[config.mk]
export PLATFORM = sky130hd
export DESIGN_NAME = mem_wb_stage
export DESIGN_NICKNAME = d
export VERILOG_FILES = /design/src/rtl/riscv_pkg.sv /design/src/rtl/load_extend.sv /design/src/rtl/mem_wb_stage.sv
export SDC_FILE = /design/constraint.sdc
export NUM_CORES = 1
export LEC_CHECK = 0
export BUFFER_PORTS_ARGS = -buffer_cell sky130_fd_sc_hd__buf_2
export CORE_MARGIN = 2
export CORE_UTILIZATION = 45
export CTS_BUF_LIST = sky130_fd_sc_hd__clkbuf_4 sky130_fd_sc_hd__clkbuf_8
export DETAILED_ROUTE_END_ITERATION = 10
export PLACE_DENSITY_LB_ADDON = 0.3
export SYNTH_ARGS = -nofsm -noshare
export SYNTH_HDL_FRONTEND = slang
export SYNTH_HIERARCHICAL = 1
export SYNTH_SLANG_ARGS = --single-unit
export TNS_END_PERCENT = 30
[constraint.sdc]
create_clock -name clk -period 2.6 [get_ports clk]
set_input_delay 0.39 -clock clk [delete_from_list [all_inputs] [get_ports clk]]
set_output_delay 0.39 -clock clk [all_outputs]
set_load 0.01 [all_outputs]
[src/rtl/riscv_pkg.sv]
// ---------------------------------------------------------------------------
// riscv_pkg : shared load-width encodings and WB result-select enum
// Rev 1.0   : initial release
// ---------------------------------------------------------------------------
`default_nettype none

package riscv_pkg;

  localparam logic [2:0] F3_LB  = 3'b000;
  localparam logic [2:0] F3_LH  = 3'b001;
  localparam logic [2:0] F3_LW  = 3'b010;
  localparam logic [2:0] F3_LBU = 3'b100;
  localparam logic [2:0] F3_LHU = 3'b101;

  typedef enum logic [1:0] {
    RES_ALU = 2'b00,
    RES_MEM = 2'b01,
    RES_PC4 = 2'b10
  } result_src_t;

endpackage

`default_nettype wire

[src/rtl/load_extend.sv]
// ---------------------------------------------------------------------------
// load_extend : byte/halfword/word select and sign/zero extension of loads
// Rev 1.0     : initial release
// ---------------------------------------------------------------------------
`default_nettype none

module load_extend
  import riscv_pkg::*;
#(
  parameter int XLEN = 32
) (
  input  logic [2:0]      funct3,
  input  logic [1:0]      addr,
  input  logic [XLEN-1:0] word,
  input  logic            mem_read,
  output logic [XLEN-1:0] data,
  output logic            misalign
);

  logic [7:0]  w_byte;
  logic [15:0] w_half;
  logic        w_is_half;
  logic        w_is_word;

  assign w_is_half = (funct3 == F3_LH) || (funct3 == F3_LHU);
  assign w_is_word = (funct3 == F3_LW);
  assign misalign  = mem_read & ((w_is_half & addr[0]) | (w_is_word & (addr != 2'b00)));

  always_comb begin
    w_byte = 8'h00;
    case (addr)
      2'd0:    w_byte = word[7:0];
      2'd1:    w_byte = word[15:8];
      2'd2:    w_byte = word[23:16];
      default: w_byte = word[31:24];
    endcase
  end

  assign w_half = addr[1] ? word[31:16] : word[15:0];

  // Misaligned loads yield zero so no partial data ever reaches WB.
  always_comb begin
    data = '0;
    if (mem_read && !misalign) begin
      case (funct3)
        F3_LB:   data = {{(XLEN-8){w_byte[7]}}, w_byte};
        F3_LBU:  data = {{(XLEN-8){1'b0}}, w_byte};
        F3_LH:   data = {{(XLEN-16){w_half[15]}}, w_half};
        F3_LHU:  data = {{(XLEN-16){1'b0}}, w_half};
        F3_LW:   data = word;
        default: data = '0;
      endcase
    end
  end

endmodule

`default_nettype wire

[src/rtl/mem_wb_stage.sv]
// ---------------------------------------------------------------------------
// mem_wb_stage : MEM/WB pipeline register with load extension, stall, flush
// Rev 1.0      : initial release
// ---------------------------------------------------------------------------
`default_nettype none

module mem_wb_stage
  import riscv_pkg::*;
#(
  parameter int XLEN = 32
) (
  input  logic            clk,
  input  logic            rst_n,
  input  logic            stall_w,
  input  logic            flush_w,
  input  logic            valid_m,
  input  logic            reg_write_m,
  input  logic [1:0]      result_src_m,
  input  logic            mem_read_m,
  input  logic [2:0]      funct3_m,
  input  logic [XLEN-1:0] alu_result_m,
  input  logic [XLEN-1:0] read_data_m,
  input  logic [XLEN-1:0] pc_plus4_m,
  input  logic [4:0]      rd_m,
  output logic            valid_w,
  output logic            reg_write_w,
  output logic [1:0]      result_src_w,
  output logic [XLEN-1:0] alu_result_w,
  output logic [XLEN-1:0] load_data_w,
  output logic [XLEN-1:0] pc_plus4_w,
  output logic [4:0]      rd_w,
  output logic            misalign_w
);

  logic [XLEN-1:0] w_load_data;
  logic            w_misalign_raw;
  logic            w_misalign;
  logic            w_reg_write;

  load_extend #(.XLEN(XLEN)) u_load_extend (
    .funct3   (funct3_m),
    .addr     (alu_result_m[1:0]),
    .word     (read_data_m),
    .mem_read (mem_read_m),
    .data     (w_load_data),
    .misalign (w_misalign_raw)
  );

  assign w_misalign  = w_misalign_raw & valid_m;
  assign w_reg_write = reg_write_m & valid_m & ~w_misalign & (rd_m != 5'd0);

  logic            r_valid;
  logic            r_reg_write;
  logic [1:0]      r_result_src;
  logic [XLEN-1:0] r_alu_result;
  logic [XLEN-1:0] r_load_data;
  logic [XLEN-1:0] r_pc_plus4;
  logic [4:0]      r_rd;
  logic            r_misalign;

  // Flush outranks stall so a squashed instruction never lingers in W.
  always_ff @(posedge clk) begin
    if (!rst_n || flush_w) begin
      r_valid      <= 1'b0;
      r_reg_write  <= 1'b0;
      r_result_src <= 2'b00;
      r_alu_result <= '0;
      r_load_data  <= '0;
      r_pc_plus4   <= '0;
      r_rd         <= 5'd0;
      r_misalign   <= 1'b0;
    end else if (!stall_w) begin
      r_valid      <= valid_m;
      r_reg_write  <= w_reg_write;
      r_result_src <= result_src_m;
      r_alu_result <= alu_result_m;
      r_load_data  <= w_load_data;
      r_pc_plus4   <= pc_plus4_m;
      r_rd         <= rd_m;
      r_misalign   <= w_misalign;
    end
  end

  assign valid_w      = r_valid;
  assign reg_write_w  = r_reg_write;
  assign result_src_w = r_result_src;
  assign alu_result_w = r_alu_result;
  assign load_data_w  = r_load_data;
  assign pc_plus4_w   = r_pc_plus4;
  assign rd_w         = r_rd;
  assign misalign_w   = r_misalign;

endmodule

`default_nettype wire

Yosys cells after proc, flatten, opt, wreduce, memory -nomap -nowiden
Index checks and enable logic that the tools add are counted.
{ "op_classes": {"eq_ne": 6, "mux": 4, "n_reduce_logical": 9, "n_bitwise": 9} }
{ "op_table": {"columns": ["cell", "count"], "rows": [
  ["case mux 32 bit (5 select lines)", 1],
  ["two-way mux 32 bit", 1],
  ["case mux 8 bit (3 select lines)", 1],
  ["two-way mux 16 bit", 1],
  ["AND 1 bit", 7],
  ["equality test 3 bit, second input constant", 2],
  ["nonzero test 5 bit", 1],
  ["equality test 3 x 1 -> 1 bit, second input constant", 1],
  ["equality test 3 x 2 -> 1 bit, second input constant", 1],
  ["logical NOT 3 bit", 1],
  ["equality test 2 x 1 -> 1 bit, second input constant", 1],
  ["equality test 2 bit, second input constant", 1],
  ["logical NOT 1 bit", 2],
  ["logical NOT 2 bit", 1],
  ["logical OR 1 bit", 2],
  ["nonzero test 2 bit", 1],
  ["logical AND 1 bit", 1],
  ["inverter 1 bit", 1],
  ["OR 1 bit", 1]
]} }
{ "totals": {"wordCells": 36, "inputBits": 113, "output_inout_bits": 106, "ff_bits": 106} }

Depth between registers and ports, before layout
{ "depth": {"ltp_word": 9, "mapped_depth": 7, "ltp_nobuf": 6} }

Cells and area by module
The synthesis kept the hierarchy.
{ "by_module_without_submodules": {"columns": ["module", "instances", "seq_area_each_um2", "area_per_inst_um2", "cells_each"], "rows": [
  ["mem_wb_stage", 1, 2122.0, 3807.4, 347],
  ["load_extend", 1, 0.0, 842.1, 124]
]} }

Least setup slack after synthesis
No wires, ideal clock.
{ "synth_path": {"path_type": "input to register", "startpoint": "input alu_result_m[1]", "endpoint": "register r_load_data[21], in the netlist load_data_w[21]", "required_ns": 2.483, "setup_time_ns": 0.117, "path_slack_ns": 0.800, "arrival_time_ns": 1.683, "path_buffers": 2, "cell_stages": 7, "path_cell_list": "buf_6 -> mux4_2 -> a32oi_4 -> buf_6 -> a21oi_1 -> mux2i_1 -> nor2_1"} }
{ "synth_between": {"elab_chain_cells": 7, "word_cells_on_any_way": 13, "classes_between": "2 x eq/ne; 4 x mux; 3 x bitwise; 4 x reduce/logical"} }
{ "synth_rtl": {"columns": ["item", "line", "source"], "rows": [
  ["start: declaration", "mem_wb_stage.sv:21", "input logic [XLEN-1:0] alu_result_m,"],
  ["parallel branches: the longest is 6 deep, another holds case mux 32 bit (5 select lines)", null, null],
  ["two-way mux 32 bit (*)", "load_extend.sv:44", "if (mem_read && !misalign) begin"],
  ["named net w_load_data[21]", "mem_wb_stage.sv:35", "logic [XLEN-1:0] w_load_data;"],
  ["end signal: assignment", "mem_wb_stage.sv:77", "r_load_data <= w_load_data;"],
  ["end: declaration", "mem_wb_stage.sv:56", "logic [XLEN-1:0] r_load_data;"]
]} }
Mark *: on every way through the listed nets, which the timed path passes.
A chain may end at the register's enable or synchronous reset.

Worst setup path after layout
{ "layout_path": {"startpoint": "input alu_result_m[1]", "endpoint": "register r_load_data[19], in the netlist load_data_w[19]"} }
The elaborated chain is that of the path after synthesis.

==> run_results.csv <==
group,metric,value,unit
timing,rsz0062_at_grt,"no",
flow_run,cap_violations,0,
finish,final_nets,786,
setup_path,path_max_fanout,16,
timing,timing.fmax,588,MHz
logic_synthesis,synth_edf_count,0,
clocking,clock_sink_count,106,
clocking,cts_tree,"yes",
logic_synthesis,yosys.area.top_type,"dfxtp_1",
timing,finalCriticalPeriod,1.70,ns
global_routing,grt_max_degree,107,
power,seqPwrFrac,0.537,
logic_synthesis,synth_fp_nets,584,
global_routing,grt_pass1_wl,18.8,mm
detailed_routing,wirelength,12.0,mm
logic_synthesis,postSynthAreaPerCell,9.87,µm²
finish,antenna_cells,0,
setup_path,worstSetupStartpointType,"input pin",
setup_path,worstPathArrival,1.90,ns
setup_path,crit_type,"in2reg",
timing,setup_viol,0,
logic_synthesis,syn-cell-area,4650,µm²
power,p_per_area,525,nW/µm²
die,pin_count,219,
timing,hold_viol,0,
clocking,root_buffer,"clkbuf_8",
global_routing,grt_pass1_vias,3965,
global_routing,antenna_found_initial,0,
die,die_area,11200,µm²
logic_synthesis,yosysTopAreaCellShare,0.456,
timing,worst_pin_slew,1.11,ns
timing,whs,0.255,ns
timing,drv_slew,0,
placed_design,placedCellCount,798,
timing,tns,0,ns
placed_design,gp_congestion,0.897,
finish,fillers,910,
power,netSwitchingFraction,0.269,
logic_synthesis,synthArstFlopShare,0,
finish,final_common_cell,"buf_2",
logic_synthesis,synth_seq_area_share,0.456,
die,rows,37,
detailed_routing,drt_pre_antenna_iters,4,
power,ir_drop,0.000316,V
run_status,run_status,"finished, final reports clean",
finish,areaGrowthSynthToFinish,28.4,%
die,die_x,106,µm
power,clockPowerShare,0.315,
detailed_routing,antenna_left,0,
clocking,cts-resized-gates,0,
hold_path,hold_path.class,"in2reg",
timing,skew,0,ns
finish,instances_no_fill,814,
placed_design,io_buffers,218,
power,combPwrFrac,0.148,
clocking,cts_buffer_depth,2,
logic_synthesis,synth_seq_cells,106,
finish,final_cell_mix,"buf_2, nor2_1, dfxtp_1",
timing,period_share,0.654,
placed_design,placed_area,5780,µm²
placed_design,dp_hpwl,8.87,mm
setup_path,required,2.80,ns
timing,relSlewSlack,0.260,
clocking,htree_levels,3,
clocking,clock_latency,0.35,ns
logic_synthesis,yosysUniqueCellTypes,30,
die,start_util,0.457,
logic_synthesis,synth_ff_type,"dfxtp_1",
setup_path,critPathCaptureType,"flop",
die,fp.dieH,106,µm
power,p_int,2.29,mW
power,switching_power,842,µW
logic_synthesis,yosys-top-cells-area,"dfxtp_1, mux2i_1, nor2_1, mux4_2, nand2_1",
finish,final_area,5970,µm²
detailed_routing,detail_route.wl_per_cell,14.7,µm
setup_path,ff2ff_setup_slack,1.90,ns
global_routing,grt_overflow_total,0,
timing,worst_slack,0.899,ns
detailed_routing,drc,0,
clocking,post_cts_buffers,0,
power,leakagePower,2.96,nW
finish,drive_gt1_frac,0.388,
logic_synthesis,syn_inst,471,
detailed_routing,drtIter0Drc,259,
global_routing,grt_usage,0.207,
clocking,hold_buffers,0,
detailed_routing,vias,4144,
clocking,clkTransAtPathRegs,0.11,ns
detailed_routing,via_per_inst,5.09,
placed_design,place_ws,0.525,ns
die,core-area,10200,µm²
finish,final_core_utilization,0.586,
logic_synthesis,ys.warnings.count,6,
clocking,numCtsBuffers,9,
power,power,3.13,mW
[path summary, 6_finish.rpt]
kind,startpoint,endpoint,cells after the start
max,alu_result_m[1],load_data_w[19],6
min,pc_plus4_m[21],pc_plus4_w[21],3
max reg2reg,alu_result_w[2],alu_result_w[2],2
min reg2reg,reg_write_w,reg_write_w,2
[cell usage after synthesis, types with 7 or more instances]
cell and number:
a21oi_1 19, a22oi_1 7, a31oi_1 10, buf_2 9
clkbuf_1 12, dfxtp_1 106, mux2_2 7, mux2i_1 103
mux4_2 8, nand2_1 31, nor2_1 106, o21ai_0 16
[worst max-delay path, stage by stage]
cell	delay (ns)
buf_2	0.15
mux4_2	0.57
a32oi_4	0.44
a21oi_1	0.14
mux2i_1	0.16
nor2_1	0.05
[registers in the layout (all words and copies together) (netlist names)]
signal and cells:
pc_plus4_w 32, result_src_w 2, misalign_w 1, alu_result_w 32, valid_w 1, reg_write_w 1, load_data_w 32, rd_w 5
[routing by layer]
layer,global-route usage,vias up,part of all wire
met5,0,-,0
met4,0.0714,0,0.015
met3,0.0507,11,0.085
met2,0.349,180,0.49
met1,0.258,1920,0.41
li1,-,2033,-
[area by class of cell]
type	count	area, µm²	area share
multi-input cells	328	2270	0.380
clock inverters	5	46.3	0.00776
inverters	1	3.75	0.000629
flip-flops and latches	106	2120	0.355
well taps	136	170	0.0285
clock buffers	11	145	0.0243
repair buffers	227	1210	0.204
[power groups by stage]
stage / Sequential, mW / Combinational [mW] / Clock [mW]
after floorplan: 1.74 / 0.269 / 0
after global placement: 1.72 / 0.452 / 0
after detailed placement: 1.72 / 0.462 / 0
after CTS: 1.68 / 0.464 / 1.02
after global routing: 1.69 / 0.502 / 1.09
final: 1.68 / 0.464 / 0.985
[cell families after synthesis]
group                  count (synthesis)  synth area share
AO/OA/AOI/OAI                         57            0.0732
flip-flops                           106             0.456
AND/OR/NAND/NOR                      153             0.135
multiplexers                         118             0.277
buffers and inverters                 37            0.0584
Power figures use the tool's default switching activity.
